===== config.mk =====
export PLATFORM = sky130hd
export DESIGN_NAME = ps2_keymap_timer
export DESIGN_NICKNAME = d
export VERILOG_FILES = /design/src/rtl/ps2_keymap_timer.sv
export SDC_FILE = /design/constraint.sdc
export NUM_CORES = 1
export LEC_CHECK = 0
export CAP_MARGIN = 20
export CORE_MARGIN = 1
export CORE_UTILIZATION = 59
export DETAILED_ROUTE_END_ITERATION = 6
export DONT_BUFFER_PORTS = 1
export GPL_ROUTABILITY_DRIVEN = 0
export MAX_ROUTING_LAYER = met4
export PLACE_DENSITY = 0.75
export SETUP_SLACK_MARGIN = 0.4
export SLEW_MARGIN = 20
export SYNTH_ARGS = -nofsm -noshare
export SYNTH_HDL_FRONTEND = slang
export SYNTH_SLANG_ARGS = --single-unit
export TNS_END_PERCENT = 100

===== constraint.sdc =====
create_clock -name clock -period 4 [get_ports clock]
set_input_delay 0.2 -clock clock [delete_from_list [all_inputs] [get_ports clock]]
set_output_delay 0.2 -clock clock [all_outputs]
set_load 0.1 [all_outputs]

===== src/rtl/ps2_keymap_timer.sv =====
// PS/2 Set-2 make code to ASCII (combinational) plus a start-edge delay timer: finish pulses DELAY cycles after rise, no backpressure.
// Build option PS2_UPPERCASE_EN: letters translate to 'A'..'Z' instead of 'a'..'z'; timer and other codes are unaffected.
module ps2_keymap_timer #(
    parameter int DELAY = 1000,
    parameter int CNT_W = 20
) (
    input  logic       clock,
    input  logic       resetn,
    input  logic [7:0] scancode,
    output logic [7:0] ascii_out,
    input  logic       start,
    output logic       finish,
    output logic       busy
);

    typedef enum logic {
        S_IDLE  = 1'b0,
        S_COUNT = 1'b1
    } state_t;

    localparam logic [CNT_W-1:0] L_DELAY = CNT_W'(DELAY);
    localparam logic [CNT_W-1:0] L_ONE   = CNT_W'(1);

`ifdef PS2_UPPERCASE_EN
    localparam logic [7:0] L_LETTER_BASE = 8'h41;
`else
    localparam logic [7:0] L_LETTER_BASE = 8'h61;
`endif

    state_t           r_state;
    state_t           w_state_nxt;
    logic [CNT_W-1:0] r_cnt;
    logic [CNT_W-1:0] w_cnt_nxt;
    logic             r_start_q;
    logic             r_finish;
    logic             w_finish_nxt;
    logic             w_rise;

    assign w_rise = start & ~r_start_q;

    always_ff @(posedge clock or negedge resetn) begin
        if (!resetn) begin
            r_state   <= S_IDLE;
            r_cnt     <= '0;
            r_start_q <= 1'b0;
            r_finish  <= 1'b0;
        end else begin
            r_state   <= w_state_nxt;
            r_cnt     <= w_cnt_nxt;
            r_start_q <= start;
            r_finish  <= w_finish_nxt;
        end
    end

    // The terminal compare is checked before incrementing, so the counter never wraps.
    always_comb begin
        w_state_nxt  = r_state;
        w_cnt_nxt    = r_cnt;
        w_finish_nxt = 1'b0;
        case (r_state)
            S_IDLE: begin
                if (w_rise) begin
                    w_state_nxt = S_COUNT;
                    w_cnt_nxt   = L_ONE;
                end
            end
            S_COUNT: begin
                if (r_cnt == L_DELAY) begin
                    w_state_nxt = S_IDLE;
                    w_cnt_nxt   = '0;
                end else begin
                    w_cnt_nxt = r_cnt + L_ONE;
                end
            end
            default: begin
                w_state_nxt = S_IDLE;
                w_cnt_nxt   = '0;
            end
        endcase
        // Finish is registered: it is high exactly while the counter holds DELAY.
        w_finish_nxt = (w_state_nxt == S_COUNT) && (w_cnt_nxt == L_DELAY);
    end

    assign finish = r_finish;
    assign busy   = (r_state == S_COUNT);

    always_comb begin
        ascii_out = 8'h00;
        case (scancode)
            8'h1C: ascii_out = L_LETTER_BASE + 8'd0;
            8'h32: ascii_out = L_LETTER_BASE + 8'd1;
            8'h21: ascii_out = L_LETTER_BASE + 8'd2;
            8'h23: ascii_out = L_LETTER_BASE + 8'd3;
            8'h24: ascii_out = L_LETTER_BASE + 8'd4;
            8'h2B: ascii_out = L_LETTER_BASE + 8'd5;
            8'h34: ascii_out = L_LETTER_BASE + 8'd6;
            8'h33: ascii_out = L_LETTER_BASE + 8'd7;
            8'h43: ascii_out = L_LETTER_BASE + 8'd8;
            8'h3B: ascii_out = L_LETTER_BASE + 8'd9;
            8'h42: ascii_out = L_LETTER_BASE + 8'd10;
            8'h4B: ascii_out = L_LETTER_BASE + 8'd11;
            8'h3A: ascii_out = L_LETTER_BASE + 8'd12;
            8'h31: ascii_out = L_LETTER_BASE + 8'd13;
            8'h44: ascii_out = L_LETTER_BASE + 8'd14;
            8'h4D: ascii_out = L_LETTER_BASE + 8'd15;
            8'h15: ascii_out = L_LETTER_BASE + 8'd16;
            8'h2D: ascii_out = L_LETTER_BASE + 8'd17;
            8'h1B: ascii_out = L_LETTER_BASE + 8'd18;
            8'h2C: ascii_out = L_LETTER_BASE + 8'd19;
            8'h3C: ascii_out = L_LETTER_BASE + 8'd20;
            8'h2A: ascii_out = L_LETTER_BASE + 8'd21;
            8'h1D: ascii_out = L_LETTER_BASE + 8'd22;
            8'h22: ascii_out = L_LETTER_BASE + 8'd23;
            8'h35: ascii_out = L_LETTER_BASE + 8'd24;
            8'h1A: ascii_out = L_LETTER_BASE + 8'd25;
            8'h45: ascii_out = 8'h30;
            8'h16: ascii_out = 8'h31;
            8'h1E: ascii_out = 8'h32;
            8'h26: ascii_out = 8'h33;
            8'h25: ascii_out = 8'h34;
            8'h2E: ascii_out = 8'h35;
            8'h36: ascii_out = 8'h36;
            8'h3D: ascii_out = 8'h37;
            8'h3E: ascii_out = 8'h38;
            8'h46: ascii_out = 8'h39;
            8'h29: ascii_out = 8'h20;
            8'h5A: ascii_out = 8'h0D;
            8'h66: ascii_out = 8'h08;
            8'h76: ascii_out = 8'h1B;
            default: ascii_out = 8'h00;
        endcase
    end

endmodule


Yosys cells after proc, flatten, opt, wreduce, memory -nomap -nowiden
Memories as Yosys holds them, arrays and structs flattened.
Cells that the tools add are included.
{"block": "totals", "reg_bits": 23, "mem_bits_ro": 896, "out_inout_bits": 10, "memories": 1}
{"name": "(no name shown)", "depth": 128, "width": 7, "rd": 1, "rd_clocked_by_memory_dff": 0, "wr": 0, "line": "89", "source": "case (scancode)"}
{"block": "classes", "n_addsub": 1, "n_eq_ne": 2, "mux": 7, "bitwise_logic": 3, "n_reduce_logical": 1}
{"op": "20-bit by 10-bit equality test with 1-bit output, second input constant", "count": 2}
{"op": "20-bit 2-to-1 mux", "count": 2}
{"op": "20-bit case mux with 2 select lines", "count": 1}
{"op": "20-bit by 1-bit adder with 20-bit output, second input constant", "count": 1}
{"op": "8-bit 2-to-1 mux", "count": 1}
{"op": "1-bit 2-to-1 mux", "count": 2}
{"op": "1-bit inverter", "count": 2}
{"op": "1-bit case mux with 2 select lines", "count": 1}
{"op": "1-bit AND", "count": 1}
{"op": "1-bit logical AND", "count": 1}

Logic depth before layout (Yosys ltp)
{"block": "depth", "depth_word": 6, "ltp_mapped": 10}

Worst setup path before layout
OpenSTA, ideal clock, no wires.
{"block": "synth_timing", "kind": "input port to output port", "startpoint": "input port scancode[1]", "endpoint": "output port ascii_out[0]", "t_arrival_ps": 3667, "slack_ps": 133, "stages": 9, "path_buffers": 1, "path_cell_list": "clkbuf_1 > inv_1 > ha_1 > a21oi_1 > a211oi_1 > o21ai_0 > o21ai_0 > nor2_1 > a211oi_1"}
{"block": "synth_via", "elab_chain_cells": 2}
{"element": "start: declaration", "line": "9", "source": "input logic [7:0] scancode,"}
{"element": "memory read 128 x 7 bit"}
{"element": "8-bit 2-to-1 mux", "line": "89"}
{"element": "end: declaration", "line": "10", "source": "output logic [7:0] ascii_out,"}
Every way passes these cells.

Worst setup path in the final report
{"block": "layout_timing", "startpoint": "register r_cnt[12]", "endpoint": "register r_finish (netlist: finish)"}
{"block": "layout_via", "elab_chain_cells": 5, "elab_cells_between_ends": 9, "cone_classes": "add/sub (1); eq/ne (2); mux (5); reduce/logical (1)"}
{"element": "start: declaration", "line": "32", "source": "logic [CNT_W-1:0] r_cnt;"}
{"element": "start signal: assignment", "line": "49", "source": "r_cnt <= w_cnt_nxt;"}
{"element": "20-bit by 1-bit adder with 20-bit output / 20-bit by 10-bit equality test with 1-bit output (equally long branches)", "line": "72, 68"}
{"element": "20-bit 2-to-1 mux", "line": "68", "source": "if (r_cnt == L_DELAY) begin"}
{"element": "20-bit case mux with 2 select lines *", "line": "60", "source": "case (r_state)"}
{"element": "named net w_cnt_nxt[12]", "line": "33", "source": "logic [CNT_W-1:0] w_cnt_nxt;"}
{"element": "20-bit by 10-bit equality test with 1-bit output *", "line": "81", "source": "w_finish_nxt = (w_state_nxt == S_COUNT) && (w_cnt_nxt == L_DELAY);"}
{"element": "1-bit logical AND *", "line": "81"}
{"element": "named net w_finish_nxt", "line": "36", "source": "logic w_finish_nxt;"}
{"element": "end signal: assignment", "line": "51", "source": "r_finish <= w_finish_nxt;"}
{"element": "end: declaration", "line": "35", "source": "logic r_finish;"}
The timed path passes the listed nets; every way through them passes the cells marked *.

==> impl_summary.md <==
Routing
The number of iterations in the first detailed-routing pass is 5. In the final routed layout, each cell accounts on average for 16.7 um. Across all layers, the routed design uses around 2200 vias. The post-detailed-routing wire length is about 5400 um. The DRC violations left is 0.

For this block, the initial DRC count from the detailed router was 340. The number of routed nets with antenna violations is 0. The average vias per placed instance is roughly 6.8.

Setup path
The critical register-to-register path endpoint is finish. The kind of end point of the critical path is a flop. STA puts the critical path data required time at between 4 and 5 ns.

The type of element launching the critical path is a flop. Measured in cells, the most critical reg-to-reg path has a length of 8. The minimum setup slack among reg-to-reg paths is roughly 0.78 ns. The maximum net fanout on the critical path is 11. The worst register-to-register path begins at r_cnt[12].

STA puts the critical path data arrival time at between 3 and 4 ns. The classification of the worst setup path is flop to flop.

Finish
The fraction of layout cells with a size suffix above 1 is 0.0968. After filler insertion, the fill cell instance count of the layout stands at 321. 0 antenna diodes ended up in the layout. Relative to the synthesized area, the layout overhead comes to 5.67%.

The final non-filler cell area is 2330 um2. The final layout contains 300 nets.

Floorplanning
The initial cell density of the core is 0.636. The row count is 21. The die is around 63 um tall. The I/O pin total is 21. The die covers 3990 um2. The die boundary width is 63.2 um.

The core region is roughly 3500 um2.

Power and ir drop
In this run the power density over the cells is between 300 and 400 nW/um2. The worst-case IR drop observed on VDD is ~0.00032 V. The share of total power dissipated in sequential elements is 0.468. In this run the static leakage power is between 0.9 and 1 nW.

In this run the power spent charging and discharging nets is roughly 0.00032 W. The share of total power dissipated in combinational logic is 0.349. Of the total power, the share spent switching nets is 0.409. Of the total power, the clock network draws 0.182.

The internal power of the cells totals 0.000457 W.

Yosys
The number of different library cells in the post-synthesis netlist is between 50 and 60. For this run, the register share of the synthesized area comes to 0.261. The top cell type's share of synthesized area is 0.261. The most common cell in the synthesized netlist is nand2_1. The synthesis warning total is 0.

The post-synthesis area per instance is approximately 7.6 um2. In this run, synthesis produced a sequential element count of 23. dfrtp_1 takes more of the synthesized area than any other cell. The synthesized design contains 0 enable-type register cells. Ranked by total cell area, the synthesized netlist is headed by dfrtp_1 (26%), nand2_1 (6.0%), o21ai_0 (5.4%). The predominant post-synthesis flop cell is dfrtp_1. The share of synthesized flip-flops with an asynchronous set or reset is 1.00. The commonest cells after synthesis are nand2_1 (35), o21ai_0 (24), dfrtp_1 (23). The gate count of the mapped netlist is approximately 300.

In this run the cell area of the synthesized design comes to about 2200 um2. Synthesis produced a netlist with a net count of roughly 310.

Timing
At the pin with the least slew margin, the transition time is roughly 1.2 ns. The final number of hold-violating endpoints is 0. For the final routed database, the setup TNS stands at 0 ns. For the final database, setup skew stands at 0.00222 ns. Of the available clock period, the critical path in the final layout requires 0.806. The final setup violation count is 0.

Headroom to the max-slew limit came out at 0.217. The final critical delay including setup and external delays is around 3.2 ns. The achievable clock frequency is 0.310 GHz. Setup repair after global routing left no endpoint under its margin. The count of pins over their slew limit is 0.

Clocking
The TritonCTS clock tree is done. The total CTS buffers is 3. The clock reaches the later pin of the worst-skew pair after between 0.2 and 0.3 ns. The clock passes through at most 2 buffers. The total setup buffers inserted after CTS is 0. The maximum level of the CTS H-tree is 1. The clock drives 23 sinks. After clock tree synthesis, the clock-pin slew on the worst setup and hold paths is roughly 0.08 ns. The buffer type at the clock tree root is clkbuf_8. Gates resized during post-CTS repair numbered 0.

Job
The reported max-cap violation count is 0.

Placed design
The placed instances occupy a cell area of 2260 um2. During placement, the flow inserted port buffers numbering 0. The half-perimeter wire length after detailed placement is 3850 um.

Global route
Entering global routing, the biggest net connects 39 pins. Across every metal layer, demand over resource in global routing totals 0.295. The first global-routing pass estimated a little over 9000 um of wire.

The residual overflow from global routing is 0. The via count of the first global-routing pass is about 1900. The number of antenna violations at the first check in global routing is 0.

Hold path
The worst hold path was traced through 3 stages. The startpoint identified for the worst hold timing path is start. The path class of the tightest hold or removal check is primary input to flop. The path with the worst hold slack has its endpoint at busy.

Outcome
The run finished with clean final reports.
==> worst max-delay path by stage <==
stage,from,to,slack [ns],cells after the start
after floorplan,scancode[1],ascii_out[5],0.84,7
after global placement,r_cnt[12],finish,0.85,8
after detailed placement,r_cnt[12],finish,0.80,8
after CTS,r_cnt[12],finish,0.78,8
after global routing,r_cnt[12],finish,0.60,8
final,r_cnt[12],finish,0.78,8
==> area by class of cell <==
type                    instances  area [um2]  area share
well taps                      46        57.6      0.0247
clock buffers                   4        45.0      0.0193
inverters                       9        33.8      0.0145
multi-input cells             237        1570       0.674
flip-flops and latches         23         576       0.247
repair buffers                  6        47.5      0.0204
==> kinds of logic after synthesis <==
kind of cell	Yosys count	synth area share
fa+ha+maj	9	0.0510
compound gates	98	0.284
xor+xnor	3	0.0119
buf+inv	32	0.0635
other cells	1	0.00170
flops	23	0.261
simple gates	119	0.288
mux	7	0.0391
==> metal layers <==
metal,up-vias,wire length [um],GRT usage
met1,1039,2830,0.476
met2,100,2260,0.383
li1,1065,-,-
met3,2,331,0.0362
met5,-,0,-
met4,0,8,0.0552
==> repair_timing <==
| action | CTS | global route |
|---|---|---|
| hold buffers | 2 | 1 |
| endpoints found under the hold margin | 24 | 23 |
| setup endpoints to repair | 0 | 0 |
==> cells in the final DEF (no fill, tap or decap), types with 2 or more instances in the layout <==
master and n:
nand2_1 35, o21ai_0 24, dfrtp_1 23, a21oi_1 19
nor2_1 17, nand3_1 14, o21ai_1 12, ha_1 9
and3_1 8, a31oi_1 8, inv_1 7, nor4_1 7
nand4_1 5, a21o_1 5, nor3b_1 5, nand2b_1 4
o211ai_1 4, or4_1 3, nor2b_1 3, or3_1 3
mux2i_1 3, a211oi_1 3, mux2_2 3, a211oi_4 3
clkbuf_8 3, buf_4 3, or4_4 2, or4b_2 2
or2_2 2, o311ai_0 2, nor3_1 2, xor2_1 2
clkinv_1 2, a311oi_1 2, nor3_4 2, nand4b_1 2
dlygate4sd3_1 2
==> power by group through the flow <==
stage               Sequential, W  Combinational, W  Clock (W)
floorplan                0.000324          0.000257          0
global placement         0.000362          0.000259          0
detailed placement       0.000362          0.000260          0
CTS                      0.000359          0.000268   0.000146
global route             0.000372          0.000302   0.000153
finish                   0.000361          0.000270   0.000141
==> flip-flops by register name (all words and copies together) (netlist names) <==
| name | flops |
|---|---|
| r_cnt | 20 |
| busy | 1 |
| finish | 1 |
| r_start_q | 1 |
==> critical path, stage by stage, from the launching register on <==
cell and delay [ns]:
dfrtp_1 0.45, or4_1 0.53, or4_4 0.52, o41ai_4 0.54, buf_4 0.28, o21ai_2 0.08, a21o_1 0.19, or4_4 0.41
nor4_2 0.14
==> metrics by stage <==
stage	setup WS [ns]	total power (W)	util	hold slack, ns	instances
after floorplan	0.837	0.000581	-	-0.0956	292
after global placement	0.846	0.000621	0.652	-0.0952	318
after detailed placement	0.803	0.000623	0.652	-0.0950	318
after CTS	0.778	0.000773	0.671	0.392	324
after global routing	0.602	0.000827	0.672	0.467	325
final	0.775	0.000772	0.672	0.397	325
Note: power is estimated with default switching activity, not from simulation.
